## config.mk

```make
export PLATFORM = sky130hd
export DESIGN_NAME = skid_reg_flat
export DESIGN_NICKNAME = d
export VERILOG_FILES = /design/src/rtl/skid_reg_if.sv /design/src/rtl/skid_reg.sv /design/src/flat_wrapper.sv
export SDC_FILE = /design/constraint.sdc
export NUM_CORES = 1
export LEC_CHECK = 0
export BUFFER_PORTS_ARGS = -buffer_cell sky130_fd_sc_hd__buf_2
export CAP_MARGIN = 20
export CORE_MARGIN = 2
export CORE_UTILIZATION = 57
export CTS_BUF_LIST = sky130_fd_sc_hd__clkbuf_8
export DETAILED_ROUTE_END_ITERATION = 8
export PLACE_DENSITY = 0.83
export SLEW_MARGIN = 10
export SYNTH_ARGS = -nofsm -noshare
export SYNTH_HDL_FRONTEND = slang
export SYNTH_SLANG_ARGS = --single-unit
```

## constraint.sdc

```tcl
create_clock -name clk_i -period 5.5 [get_ports clk_i]
set_clock_uncertainty 0.2 [all_clocks]
set_input_delay 0.55 -clock clk_i [delete_from_list [all_inputs] [get_ports clk_i]]
set_output_delay 0.55 -clock clk_i [all_outputs]
set_load 0.01 [all_outputs]
```

## src/rtl/skid_reg_if.sv

```systemverilog
// rtl/skid_reg_if.sv - valid/ready/data stream bundle used on both sides of skid_reg

interface skid_reg_if #(
  parameter int DATA_W = 21
);
  logic              valid;
  logic              ready;
  logic [DATA_W-1:0] data;

  // Producer side drives valid/data and observes ready
  modport master (
    output valid,
    output data,
    input  ready
  );

  // Consumer side observes valid/data and drives ready
  modport slave (
    input  valid,
    input  data,
    output ready
  );
endinterface

```

## src/rtl/skid_reg.sv

```systemverilog
// rtl/skid_reg.sv - two-entry valid/ready skid buffer with registered ready

module skid_reg #(
  parameter int               DATA_W  = 21,
  parameter logic [DATA_W-1:0] RST_VAL = {DATA_W{1'b0}}
) (
  input  logic        clk_i,
  input  logic        cke_i,
  input  logic        arst_i,
  input  logic        rst_i,
  skid_reg_if.slave   s_if,
  skid_reg_if.master  m_if,
  output logic [1:0]  level_o
);

  // EMPTY: nothing held. BUSY: main register valid. FULL: main and skid valid.
  typedef enum logic [1:0] {
    ST_EMPTY = 2'd0,
    ST_BUSY  = 2'd1,
    ST_FULL  = 2'd2
  } state_t;

  state_t            r_state;
  logic              r_m_valid;
  logic              r_s_ready;
  logic [1:0]        r_level;
  logic [DATA_W-1:0] r_main;
  logic [DATA_W-1:0] r_skid;

  // Qualified transfers; ready and valid come from registers only, so
  // s_ready has no combinational path from the downstream ready.
  logic w_in;
  logic w_out;

  assign w_in  = s_if.valid & r_s_ready & cke_i;
  assign w_out = r_m_valid & m_if.ready & cke_i;

  assign s_if.ready = r_s_ready;
  assign m_if.valid = r_m_valid;
  assign m_if.data  = r_main;
  assign level_o    = r_level;

  // Occupancy state machine; all outputs are registered alongside the state
  always_ff @(posedge clk_i or posedge arst_i) begin
    if (arst_i) begin
      r_state   <= ST_EMPTY;
      r_m_valid <= 1'b0;
      r_s_ready <= 1'b1;
      r_level   <= 2'd0;
      r_main    <= RST_VAL;
      r_skid    <= RST_VAL;
    end else if (rst_i) begin
      // Flush wins over the clock enable and voids any transfer this cycle
      r_state   <= ST_EMPTY;
      r_m_valid <= 1'b0;
      r_s_ready <= 1'b1;
      r_level   <= 2'd0;
      r_main    <= RST_VAL;
      r_skid    <= RST_VAL;
    end else if (cke_i) begin
      case (r_state)
        ST_EMPTY: begin
          if (w_in) begin
            r_main    <= s_if.data;
            r_state   <= ST_BUSY;
            r_m_valid <= 1'b1;
            r_s_ready <= 1'b1;
            r_level   <= 2'd1;
          end
        end
        ST_BUSY: begin
          if (w_in && w_out) begin
            // Pass-through: new word replaces the one being consumed
            r_main <= s_if.data;
          end else if (w_in) begin
            // Consumer stalled: park the new word and stop accepting
            r_skid    <= s_if.data;
            r_state   <= ST_FULL;
            r_m_valid <= 1'b1;
            r_s_ready <= 1'b0;
            r_level   <= 2'd2;
          end else if (w_out) begin
            // main keeps its stale value; consumers ignore it while empty
            r_state   <= ST_EMPTY;
            r_m_valid <= 1'b0;
            r_s_ready <= 1'b1;
            r_level   <= 2'd0;
          end
        end
        ST_FULL: begin
          // Upstream is held off here, so only a read can move the state
          if (w_out) begin
            r_main    <= r_skid;
            r_state   <= ST_BUSY;
            r_m_valid <= 1'b1;
            r_s_ready <= 1'b1;
            r_level   <= 2'd1;
          end
        end
        default: begin
          // Unreachable encoding: recover to a clean empty state
          r_state   <= ST_EMPTY;
          r_m_valid <= 1'b0;
          r_s_ready <= 1'b1;
          r_level   <= 2'd0;
        end
      endcase
    end
  end

endmodule
```

## src/flat_wrapper.sv

```systemverilog
// flat-port wrapper written by rule: the top's interface ports become plain ports
module skid_reg_flat 
#(
  parameter int               DATA_W  = 21,
  parameter logic [DATA_W-1:0] RST_VAL = {DATA_W{1'b0}}
)
  (clk_i, cke_i, arst_i, rst_i, level_o, s_if_valid, s_if_data, s_if_ready, m_if_valid, m_if_data, m_if_ready);
  skid_reg_if #(.DATA_W(DATA_W)) s_if_i ();
  skid_reg_if #(.DATA_W(DATA_W)) m_if_i ();
  input  logic clk_i;
  input  logic cke_i;
  input  logic arst_i;
  input  logic rst_i;
  output logic [1:0] level_o;
  input wire logic [$bits(s_if_i.valid)-1:0] s_if_valid;
  input wire logic [$bits(s_if_i.data)-1:0] s_if_data;
  output wire logic [$bits(s_if_i.ready)-1:0] s_if_ready;
  output wire logic [$bits(m_if_i.valid)-1:0] m_if_valid;
  output wire logic [$bits(m_if_i.data)-1:0] m_if_data;
  input wire logic [$bits(m_if_i.ready)-1:0] m_if_ready;
  assign s_if_i.valid = s_if_valid;
  assign s_if_i.data = s_if_data;
  assign s_if_ready = s_if_i.ready;
  assign m_if_valid = m_if_i.valid;
  assign m_if_data = m_if_i.data;
  assign m_if_i.ready = m_if_ready;
  skid_reg #(.DATA_W(DATA_W), .RST_VAL(RST_VAL)) u_core (.clk_i(clk_i), .cke_i(cke_i), .arst_i(arst_i), .rst_i(rst_i), .s_if(s_if_i), .m_if(m_if_i), .level_o(level_o));
endmodule
```

## Word-level counts from Yosys, hierarchy flattened

Cells that the tools add are included.

- Output and inout port bits: 25
- Register bits after elaboration: 46
- Latch bits: 0
- RAM bits: 0
- Memories kept: 0
- Input port bits: 27
- Logic and storage cells: 59
- ROM bits: 0

- Muxes and demuxes: 32
- Eq/ne operators: 8
- Reductions and logical operators: 10
- $lt $le $gt $ge: 0
- $mul: 0
- Bitwise logic cells: 4
- Add/subtract/negate cells: 0
- Divide/modulo/power cells: 0
- Shift-type cells: 0

Operator list:

| operator | number |
|---|---|
| $mux 21 | 9 |
| $pmux 21 s3 | 1 |
| $mux 2 | 7 |
| $mux 1 | 12 |
| $reduce_and 5->1 | 2 |
| $ne 3x2->1 const B | 3 |
| $pmux 1 s3 | 2 |
| $pmux 2 s3 | 1 |
| $reduce_bool 2->1 | 3 |
| $and 1x1->1 | 4 |
| $ne 4x2->1 const B | 1 |
| $reduce_and 4->1 | 1 |
| $reduce_bool 4->1 | 1 |
| $ne 3x3->1 const B | 1 |
| $reduce_and 3->1 | 1 |
| $eq 2x1->1 const B | 1 |
| $eq 2x2->1 const B | 1 |
| $logic_not 2->1 | 1 |
| $ne 2x2->1 const B | 1 |
| $logic_and 1x1->1 | 1 |

## Longest topological paths before layout

- Word-level depth: 8
- Gate-level depth with buffers: 7
- Mapped depth without buffers: 6

## Worst setup path before layout

OpenSTA, ideal clock, no wires.

- Path type: reg2reg
- Start point: register, netlist name u_core.level_o[0]
- End point: register u_core.r_main[0] (netlist: u_core.m_if.data[0])
- Setup slack: 3,423 ps
- Buffers on the path: 1
- Library setup time: 125 ps
- Arrival: 1,752 ps
- Clock period less this slack: 2,077 ps
- Stages on the path, launching flop included: 7
- Cells stage by stage: dfrtp_1 inv_1 ha_1 o221a_4 a21oi_4 buf_6 mux2_4

RTL lines:

| what | RTL line | text |
|---|---|---|
| end signal, assigned | skid_reg.sv:64 | `r_main <= s_if.data;` |
| end signal, assigned | skid_reg.sv:74 | `r_main <= s_if.data;` |
| end signal, assigned | skid_reg.sv:93 | `r_main <= r_skid;` |
| end, declared | skid_reg.sv:27 | `logic [DATA_W-1:0] r_main;` |

==> key figures <==
Setup path
  • Required @ worst endpoint: about 5.5 ns
  • Reg2reg start: u_core.level_o[0]$_DFFE_PP0P_
  • Crit. End Element: register
  • Worst EP arrival: 2.62 ns
  • Critical Path Start: u_core.level_o[0]$_DFFE_PP0P_
  • Crit path launch type: register
  • R2R Setup Slk: around 2.9 ns
  • Critical-path maximum fanout: 21
  • CP Class: register to register

Placed design
  • HPWL after DPL: 3.11 mm
  • IO Port Bufs: 51
  • GP Congestion: 0.794
  • Setup Slack @ Placement: around 2.9 ns

Global routing
  • Largest net degree at the start of global routing: 51
  • Total track usage: between 20% and 30%
  • Global-route wire length before repair: between 8 and 9 mm
  • Vias in the first global route: about 1700
  • Overflow after GRT: 0
  • Initial antenna violation count: 0

Logic synthesis
  • Post-synth top area share: a little under half
  • Synth top area cells: dfrtp_1 (46%), mux2_4 (12%), mux2i_1 (8.6%)
  • Cell taking the most area after synthesis: dfrtp_1
  • Yosys warnings: 0
  • Count of cell types in the netlist: 35
  • Syn Nets: roughly 260
  • Most used flip-flop cell after synthesis: dfrtp_1
  • Mapped Area: 2440 sq um
  • Ys async rst share: 100%
  • Number of synthesized register bits: 46
  • Syn Inst Count: between 200 and 250
  • Avg Cell Area, Syn: around 11 sq um
  • Register area share after synthesis: about 47%
  • EDFF count, synth: 0

Routing
  • Routed wire length: roughly 4.8 mm
  • DR pass1 iterations: 4
  • Routed via count: roughly 1700
  • Routed vias/inst: about 5.4
  • Iter 0 DRT Violations: 130
  • Drt wl/cell: about 15 microns
  • Final ANT Viol Nets: 0
  • Drt drc: 0

Finish
  • Fillers: about 320
  • Final #Nets: approximately 300
  • Area taken by flip-flops and latches: around 1200 sq um
  • Multi-input gate area: between 1000 and 1500 sq um
  • Ant. Diodes: 0
  • Share of cells above drive strength 1: between 30% and 40%
  • Finished Core Util: between 60% and 70%
  • Area added between synthesis and finish: 13.6%

Clock network
  • Hold-fix buffers, CTS: 0
  • Skew-Pair Late Insertion Delay: approximately 0.3 ns
  • CTS sink count: 46
  • Root Buffer: clkbuf_8
  • Resized cells post-CTS: 0
  • CTS tree: done
  • Htree depth: 2
  • Inserted Clock Buffers: 5
  • Post-CTS Repair Setup Buffers: 0
  • Clock buffer depth: 2
  • Clock-pin slew on the worst setup and hold paths: around 0.090 ns

Timing
  • Slew HR: approximately 29%
  • Setup TNS: 0 ns
  • Final period util: a little under half
  • Unrepaired setup endpoints after global routing: false
  • Worst setup margin: ~2.9 ns
  • Hold slack: about 0.25 ns
  • Final hold viol count: 0
  • Slew @ Worst Pin: between 1 and 1.5 ns
  • Fmax achieved: between 0.3 and 0.4 GHz
  • Post-layout minimum cycle time: 2.63 ns
  • Slew Limit Fails: 0
  • Final setup violating endpoints: 0

Power and ir drop
  • Leakage power: 1.32 nW
  • Tot Pwr: between 0.0007 and 0.0008 W
  • Peak supply drop: around 0.2 mV
  • PwrDens: roughly 280 nW/um^2

Outcome
  • Status: completed

Floorplan
  • # IOs: 52
  • Die area: just under 5000 sq um
  • Starting Density: about three fifths
  • FP Rows: 23
  • Total core area: 4060 sq um
  • Die H: ~70 microns
  • Chip Width: around 70 microns

Job
  • # Max-Cap Violations: 0

Hold path
  • Worst hold path class: input pin to asynchronous set/reset pin
metrics by stage:
step | cell area, sq um | instances
after floorplan | 2440 | 230
after global placement | 2660 | 318
after detailed placement | 2660 | 318
after CTS | 2770 | 326
after global routing | 2770 | 326
final | 2770 | 326
path summary, 6_finish.rpt:
check / endpoint / cells past startpoint
worst max-delay path: u_core.m_if.data[20]$_DFFE_PP0P_ / 5
worst min-delay path: u_core.m_if.data[15]$_DFFE_PP0P_ / 2
worst max register to register: u_core.m_if.data[20]$_DFFE_PP0P_ / 5
worst min register to register: u_core.m_if.data[12]$_DFFE_PP0P_ / 1
max in group asynchronous: u_core.level_o[1]$_DFFE_PP0P_ / 2
min in group clk_i: u_core.r_skid[12]$_DFFE_PP0P_ / 3
cell type report:
| class | instances | share of cell area, % |
|---|---|---|
| tap | 50 | 2.26 |
| timing repair buffer | 52 | 9.47 |
| inverter | 6 | 0.812 |
| sequential | 46 | 41.5 |
| clock buffer | 5 | 2.48 |
| clock inverter | 3 | 1.58 |
| multi-input combinational | 164 | 41.9 |
cell usage in the layout (no fill, tap or decap), drive strengths merged, types with 2 or more instances in the layout:
master | Yosys | routed
nand2 | 46 | 46
inv | 6 | 7
ha | 4 | 4
o221a | 2 | 2
mux2i | 21 | 21
a211oi | 2 | 2
o21ai | 2 | 2
nor2 | 25 | 25
clkbuf | 4 | 5
a21oi | 25 | 25
dfrtp | 45 | 45
nand3 | 3 | 3
buf | 10 | 52
mux2 | 21 | 21
where the power goes:
group / switching, W / total, W / internal [W]
combinational: 0.0000782 / 0.000151 / 0.0000730
clock: 0.000117 / 0.000253 / 0.000136
sequential: 0.0000167 / 0.000380 / 0.000363
worst max-delay path, cell delays in order, from the launching register on:
cell and delay [ns]:
dfrtp_1 0.43, inv_1 0.10, ha_1 0.36, o221a_4 0.28
a21oi_4 0.76, mux2_1 0.38
cell usage after synthesis, types with 2 or more instances:
library cell	number
mux2i_1	21
clkbuf_1	2
buf_2	6
buf_6	4
mux2_4	20
nand3_1	2
dfrtp_1	45
inv_1	6
a211oi_1	2
nand2_1	46
ha_1	4
clkbuf_8	2
a21oi_1	24
nor2_1	25
cell families (layout without fill, tap and decap cells):
logic type | Yosys count | after routing | synth area share [%]
adder cells (fa/ha/maj) | 4 | 4 | 2.05
XOR/XNOR | 1 | 1 | 0.359
AO/OA/AOI/OAI | 38 | 38 | 10.5
flip-flops | 46 | 46 | 47.2
multiplexers | 42 | 42 | 21.4
buffers and inverters | 20 | 66 | 5.43
AND/OR/NAND/NOR | 79 | 79 | 13.1
flip-flops by register name (all words and copies together) (netlist names):
name,count
u_core.m_if.data,21
u_core.r_skid,21
u_core.level_o,2
u_core.m_if.valid,1
u_core.s_if.ready,1
per-layer routing:
metal | track usage, % | vias up | routed length (microns)
met5 | 0 | - | 0
met4 | 6.54 | 0 | 65
met3 | 5.09 | 5 | 280
met2 | 33.1 | 57 | 2260
met1 | 28.7 | 812 | 2230
li1 | - | 871 | -
Power figures use the tool's default switching activity.
